`config.mk`:
```
export PLATFORM = sky130hd
export DESIGN_NAME = puzzle_sequencer_flat
export DESIGN_NICKNAME = d
export VERILOG_FILES = /design/src/rtl/puzzle_sequencer_pkg.sv /design/src/rtl/puzzle_sequencer_if.sv /design/src/rtl/puzzle_sequencer_fifo.sv /design/src/rtl/puzzle_sequencer.sv /design/src/flat_wrapper.sv
export SDC_FILE = /design/constraint.sdc
export NUM_CORES = 1
export LEC_CHECK = 0
export CAP_MARGIN = 40
export CORE_MARGIN = 5
export CORE_UTILIZATION = 40
export CTS_CLUSTER_SIZE = 24
export DETAILED_ROUTE_END_ITERATION = 12
export PLACE_DENSITY = 0.76
export REMOVE_ABC_BUFFERS = 1
export SYNTH_ARGS = -nofsm -noshare
export SYNTH_HDL_FRONTEND = slang
export SYNTH_HIERARCHICAL = 1
export SYNTH_SLANG_ARGS = --single-unit
```
`constraint.sdc`:
```
create_clock -name clk -period 2.55 [get_ports clk]
set_input_delay 0.3825 -clock clk [delete_from_list [all_inputs] [get_ports clk]]
set_output_delay 0.3825 -clock clk [all_outputs]
set_load 0.03 [all_outputs]
```
`src/rtl/puzzle_sequencer_pkg.sv`:
```
// Shared types and constants for the puzzle sequencer and its character FIFO.
package puzzle_pkg;

   localparam int CHAR_WIDTH   = 8;
   localparam int RESULT_WIDTH = 16;
   // A FIFO entry is the character plus its end-of-job flag in the top bit.
   localparam int ENTRY_WIDTH  = CHAR_WIDTH + 1;

   typedef enum logic [2:0] {
      IDLE,
      CLEAR,
      STREAM,
      DRAIN,
      DONE
   } seq_state_t;

   // A job is in progress from the solver clear until the result is latched.
   function automatic logic state_is_busy(seq_state_t s);
      return (s == CLEAR) || (s == STREAM) || (s == DRAIN);
   endfunction

endpackage

```
`src/rtl/puzzle_sequencer_if.sv`:
```
// Byte source handshake: the source drives the character, the sequencer answers with ready.
interface puzzle_sequencer_if;
   import puzzle_pkg::*;

   logic [CHAR_WIDTH-1:0] in_char;
   logic                  in_valid;
   logic                  in_last;
   logic                  in_ready;

   modport master (output in_char, output in_valid, output in_last, input in_ready);
   modport slave  (input in_char, input in_valid, input in_last, output in_ready);

endinterface

```
`src/rtl/puzzle_sequencer_fifo.sv`:
```
// Small synchronous FIFO holding {last, char} entries between the source and the solver.
module char_fifo
   import puzzle_pkg::*;
#(
   parameter int DEPTH = 4
) (
   input  logic                   clk,
   input  logic                   rst,
   input  logic                   push,
   input  logic                   pop,
   input  logic                   flush,
   input  logic [ENTRY_WIDTH-1:0] din,
   output logic                   full,
   output logic                   empty,
   output logic [ENTRY_WIDTH-1:0] dout
);

   localparam int PTR_W = $clog2(DEPTH);
   localparam int CNT_W = PTR_W + 1;
   localparam logic [PTR_W-1:0] PTR_MASK = PTR_W'(DEPTH - 1);

   logic [ENTRY_WIDTH-1:0] mem [DEPTH];
   logic [PTR_W-1:0]       wr_ptr;
   logic [PTR_W-1:0]       rd_ptr;
   logic [CNT_W-1:0]       count;
   logic                   do_push;
   logic                   do_pop;

   assign full    = (count == CNT_W'(DEPTH));
   assign empty   = (count == '0);
   assign do_push = push && !full;
   assign do_pop  = pop && !empty;
   assign dout    = mem[rd_ptr];

   // Pointers wrap by masking to the power-of-two depth; flush empties the buffer in one cycle.
   always_ff @(posedge clk) begin
      if (rst || flush) begin
         wr_ptr <= '0;
         rd_ptr <= '0;
         count  <= '0;
      end else begin
         if (do_push) begin
            wr_ptr <= (wr_ptr + PTR_W'(1)) & PTR_MASK;
         end
         if (do_pop) begin
            rd_ptr <= (rd_ptr + PTR_W'(1)) & PTR_MASK;
         end
         case ({do_push, do_pop})
            2'b10:   count <= count + CNT_W'(1);
            2'b01:   count <= count - CNT_W'(1);
            default: count <= count;
         endcase
      end
   end

   // Storage array carries no reset; the pointers decide what is valid.
   always_ff @(posedge clk) begin
      if (do_push && !flush) begin
         mem[wr_ptr] <= din;
      end
   end

endmodule

```
`src/rtl/puzzle_sequencer.sv`:
```
// Job controller: clears the solver, streams buffered characters, waits out the drain and latches the result.
module puzzle_sequencer #(
   parameter int FIFO_DEPTH   = 4,
   parameter int DRAIN_CYCLES = 2,
   parameter int RESULT_WIDTH = puzzle_pkg::RESULT_WIDTH
) (
   input  logic                             clk,
   input  logic                             rst,
   input  logic                             start,
   puzzle_sequencer_if.slave                src,
   output logic [puzzle_pkg::CHAR_WIDTH-1:0] solver_character,
   output logic                             solver_enable,
   output logic                             solver_rst,
   input  logic [RESULT_WIDTH-1:0]          solver_result,
   output logic [RESULT_WIDTH-1:0]          result,
   output logic                             done,
   output logic                             busy
);
   import puzzle_pkg::*;

   localparam int DRAIN_W = $clog2(DRAIN_CYCLES + 1);

   seq_state_t             state;
   logic [DRAIN_W-1:0]     drain_cnt;
   logic                   last_accepted;
   logic                   fifo_push;
   logic                   fifo_pop;
   logic                   fifo_flush;
   logic                   fifo_full;
   logic                   fifo_empty;
   logic [ENTRY_WIDTH-1:0] fifo_dout;

   // Once the final character is in, stop accepting so the next job's bytes stay with the source.
   assign src.in_ready = (state == STREAM) && !fifo_full && !last_accepted;
   assign fifo_push    = src.in_valid && src.in_ready;
   assign fifo_pop     = (state == STREAM) && !fifo_empty;
   assign fifo_flush   = (state == CLEAR);
   assign busy         = state_is_busy(state);
   assign solver_rst   = rst || (state == CLEAR);

   char_fifo #(
      .DEPTH (FIFO_DEPTH)
   ) u_fifo (
      .clk   (clk),
      .rst   (rst),
      .push  (fifo_push),
      .pop   (fifo_pop),
      .flush (fifo_flush),
      .din   ({src.in_last, src.in_char}),
      .full  (fifo_full),
      .empty (fifo_empty),
      .dout  (fifo_dout)
   );

   // Job FSM with registered solver outputs, drain countdown and result latch.
   always_ff @(posedge clk) begin
      if (rst) begin
         state            <= IDLE;
         drain_cnt        <= '0;
         last_accepted    <= 1'b0;
         solver_character <= '0;
         solver_enable    <= 1'b0;
         result           <= '0;
         done             <= 1'b0;
      end else begin
         case (state)
            IDLE: begin
               solver_enable <= 1'b0;
               if (start) begin
                  state <= CLEAR;
               end
            end
            CLEAR: begin
               done          <= 1'b0;
               last_accepted <= 1'b0;
               solver_enable <= 1'b0;
               state         <= STREAM;
            end
            STREAM: begin
               if (fifo_push && src.in_last) begin
                  last_accepted <= 1'b1;
               end
               if (fifo_pop) begin
                  solver_character <= fifo_dout[CHAR_WIDTH-1:0];
                  solver_enable    <= 1'b1;
                  if (fifo_dout[CHAR_WIDTH]) begin
                     drain_cnt <= DRAIN_W'(DRAIN_CYCLES);
                     state     <= DRAIN;
                  end
               end else begin
                  solver_enable <= 1'b0;
               end
            end
            DRAIN: begin
               solver_enable <= 1'b0;
               if (drain_cnt == '0) begin
                  result <= solver_result;
                  done   <= 1'b1;
                  state  <= DONE;
               end else begin
                  drain_cnt <= drain_cnt - DRAIN_W'(1);
               end
            end
            DONE: begin
               if (start) begin
                  done  <= 1'b0;
                  state <= CLEAR;
               end
            end
            default: state <= IDLE;
         endcase
      end
   end

endmodule

```
`src/flat_wrapper.sv`:
```
// flat-port wrapper written by rule: the top's interface ports become plain ports
module puzzle_sequencer_flat import puzzle_pkg::*;
#(
   parameter int FIFO_DEPTH   = 4,
   parameter int DRAIN_CYCLES = 2,
   parameter int RESULT_WIDTH = puzzle_pkg::RESULT_WIDTH
)
  (clk, rst, start, solver_character, solver_enable, solver_rst, solver_result, result, done, busy, src_in_char, src_in_valid, src_in_last, src_in_ready);
  puzzle_sequencer_if src_i ();
  input  logic clk;
  input  logic rst;
  input  logic start;
  output logic [puzzle_pkg::CHAR_WIDTH-1:0] solver_character;
  output logic solver_enable;
  output logic solver_rst;
  input  logic [RESULT_WIDTH-1:0] solver_result;
  output logic [RESULT_WIDTH-1:0] result;
  output logic done;
  output logic busy;
  input wire logic [$bits(src_i.in_char)-1:0] src_in_char;
  input wire logic [$bits(src_i.in_valid)-1:0] src_in_valid;
  input wire logic [$bits(src_i.in_last)-1:0] src_in_last;
  output wire logic [$bits(src_i.in_ready)-1:0] src_in_ready;
  assign src_i.in_char = src_in_char;
  assign src_i.in_valid = src_in_valid;
  assign src_i.in_last = src_in_last;
  assign src_in_ready = src_i.in_ready;
  puzzle_sequencer #(.FIFO_DEPTH(FIFO_DEPTH), .DRAIN_CYCLES(DRAIN_CYCLES), .RESULT_WIDTH(RESULT_WIDTH)) u_core (.clk(clk), .rst(rst), .start(start), .src(src_i), .solver_character(solver_character), .solver_enable(solver_enable), .solver_rst(solver_rst), .solver_result(solver_result), .result(result), .done(done), .busy(busy));
endmodule
```
==> metrics.txt <==
maximum VDD drop=0.286 mV; All-Layer GR Usage=0.142; Max Cap Violations=0; core area=~0.0076 mm^2; Avg WL per Cell=14.7 um; WHS Endpoint=u_core/result[12]; CP Capture Type=flip-flop; run status=finished, final reports clean; Yosys cell types=41; Die ar.=0.00954 mm^2; worst reg2reg setup slack=0.10 ns; Final ANT Viol Nets=0; Syn Area/Cell=12.1 um^2; ant diodes=0; Multi-input gate area=0.00107 mm^2; Setup crit start kind=flip-flop; PortBufs=57; drt via density=4.82; Lkg Pwr=~0.0014 uW; Layout Nets=370; Remaining Overflow, GRT=0; Synth warnings=6; Tmin final=between 2 and 2.5 ns; Area growth, synth to finish=33.5%; H-tree lvl count=3; pin count of the biggest net entering global routing=18; clock tree skew after final layout=0.00512 ns; Die Ht=between 90 and 100 um; clock sink count=77; vias=2125; starting density of the core=0.404; DP HPWL=about 4600 um; Final Hold Fails=0; Syn Std Cell Area=0.00308 mm^2; CTS root buf=clkbuf_8; Slew headroom=0.548; Reg2Reg Capture Point=u_core/u_fifo/count[2]; TNS Setup=0 ns; CP Class=flip-flop to flip-flop; Final setup viols=0; share of layout cells above drive strength 1=0.230; worst hold stages=2; vias in the first global route=around 2.2k; fillcell total=671; first-pass GRT wire length=10800 um; Slew Viols, Final=0; CTS tree=built; Worst R2R Start=u_core/u_fifo/count[2]; Syn Inst Count=about 260; number of synthesized flops with an enable pin=36; period utilisation layout=0.960; Max Root-Sink Buffers=2; CP required=2.82 ns; hold_sp=u_core/result[12]; commonest non-fill, non-tap cell in the layout=clkdlybuf4s50_1; Yosys reg bits=77; WL final=around 6500 um; Clock Latency Late Sink=0.34 ns; Synth async-reset ratio=0; sequential area share after synthesis=0.618; Cell Rows=32; Crit Path Max Fanout=4; Placed Cells incl. Taps=around 420; Num CTS Buffers=9; DRC Markers=0; Slew @ Worst Pin=just under 0.7 ns; most frequent cells in the layout=clkdlybuf4s50_1, nand2_1, dfxtp_1, edfxtp_1, buf_4; total power divided by cell area=585 mW/mm^2; RSZ-0062 raised after global routing=false; Clock transition at path regs=approximately 0.08 ns; Final Non-Filler Cells=441; fmax=409 MHz; Critical Path AT=2.72 ns; register area=0.00191 mm^2; 1st-pass router iterations=4; Top FF cell, synth=dfxtp_1; Iter 0 DRT Violations=103; Worst Reg-to-Reg Cells=11; Hold WC Path Type=flip-flop to flip-flop; Die Wd=97.7 um; io pins=between 50 and 60; initial antenna violation count=0; Routability Congestion=0.780; Hold Slack=roughly 0.46 ns
==> routing by layer <==
layer | vias to the layer above | global-route usage | share of wire
met4 | 0 | 0.0660 | 0.015
met5 | - | 0 | 0
li1 | 1056 | - | -
met2 | 65 | 0.232 | 0.49
met1 | 994 | 0.176 | 0.45
met3 | 10 | 0.0337 | 0.048
==> worst max-delay path, stage by stage, from the launching register on <==
cell      delay (ns)
dfxtp_2         0.36
nor3_2          0.05
or4b_4          0.58
clkinv_8        0.06
o31ai_1         0.07
inv_1           0.06
ha_2            0.18
inv_1           0.06
fa_2            0.34
xor2_1          0.16
or3_4           0.34
a21oi_2         0.12
==> cell type report <==
class / instances / share of cell area
Clock inverter: 7 / 0.0180
Sequential cell: 77 / 0.464
Tap cell: 102 / 0.0311
Multi-Input combinational cell: 154 / 0.260
Clock buffer: 9 / 0.0302
Inverter: 11 / 0.0143
Timing Repair Buffer: 81 / 0.182
==> repair_timing <==
action,4_1_cts,5_1_grt
setup endpoints to repair,1,1
hold buffers,0,0
pin swaps,0,4
setup buffers,1,0
resized for setup,5,5
hold endpoints to repair,0,0
==> flip-flops by register name (all words and copies together) (netlist names), named ones only <==
| name | cells |
|---|---|
| u_core/u_fifo/mem | 36 |
| u_core/result | 16 |
| u_core/solver_character | 8 |
| u_core/state | 3 |
| u_core/u_fifo/count | 3 |
| u_core/drain_cnt | 2 |
| u_core/u_fifo/rd_ptr | 2 |
| u_core/u_fifo/wr_ptr | 2 |
| u_core/done | 1 |
| u_core/last_accepted | 1 |
| u_core/solver_enable | 1 |
==> report_power, final <==
part	total [uW]	internal, uW	switching [uW]
Sequential	1310	1310	7.23
Clock	909	455	454
Combinational	180	89.4	90.4
Total	2400	1850	552
==> stage by stage <==
stage / power (uW) / area (um^2) / setup WS, ns / utilization
finish: 2400 / 4110 / 0.102 / 0.540
global route: 2510 / 4110 / 0.00658 / 0.540
CTS: 2440 / 4090 / 0.00887 / 0.538
detailed placement: 1520 / 3870 / -0.0616 / 0.509
global placement: 1510 / 3870 / -0.00198 / 0.509
floorplan: 1410 / 3010 / -0.186 / -
==> cell usage after synthesis (2+ instances only) <==
| master | count | share of area |
|---|---|---|
| a21oi_1 | 24 | 0.039 |
| a21oi_2 | 10 | 0.028 |
| and3_1 | 2 | 0.0041 |
| buf_2 | 5 | 0.0081 |
| buf_6 | 2 | 0.0073 |
| clkbuf_1 | 5 | 0.0061 |
| dfxtp_1 | 41 | 0.27 |
| edfxtp_1 | 36 | 0.35 |
| ha_1 | 6 | 0.024 |
| inv_1 | 9 | 0.011 |
| mux4_2 | 9 | 0.066 |
| nand2_1 | 51 | 0.062 |
| nand2_2 | 2 | 0.0041 |
| nand3_1 | 2 | 0.0033 |
| nor2_1 | 8 | 0.0098 |
| nor2b_1 | 3 | 0.0061 |
| nor3_1 | 3 | 0.0049 |
| nor3b_1 | 6 | 0.015 |
| o21ai_0 | 5 | 0.0081 |
| o21ai_2 | 2 | 0.0057 |
| or2_2 | 2 | 0.0041 |
| xor2_1 | 3 | 0.0085 |
==> kinds of logic (layout without fill, tap and decap cells) <==
family	count (synthesis)	count (layout)	share of synthesized area
DFF	77	77	0.618
muxes	9	9	0.0659
adders and majority gates	7	7	0.0309
xor gates and xnor gates	3	3	0.00855
and+or+nand+nor	91	91	0.144
AOI/OAI and AO/OA	44	44	0.0899
buffers and inverters	24	108	0.0419
==> how the worst max path moves through the flow <==
| stage | startpoint | end | depth (start not counted) |
|---|---|---|---|
| 2_1_floorplan | u_core/u_fifo/count[0] | u_core/u_fifo/count[2] | 11 |
| 3_3_place_gp | u_core/u_fifo/count[2] | u_core/u_fifo/count[2] | 11 |
| 3_5_place_dp | u_core/u_fifo/count[2] | u_core/u_fifo/count[2] | 11 |
| 4_1_cts | u_core/u_fifo/count[2] | u_core/u_fifo/count[2] | 11 |
| 5_1_grt | u_core/u_fifo/count[2] | src_in_ready | 5 |
| 6_report | u_core/u_fifo/count[2] | u_core/u_fifo/count[2] | 11 |
Note: power is estimated with default switching activity, not from simulation.
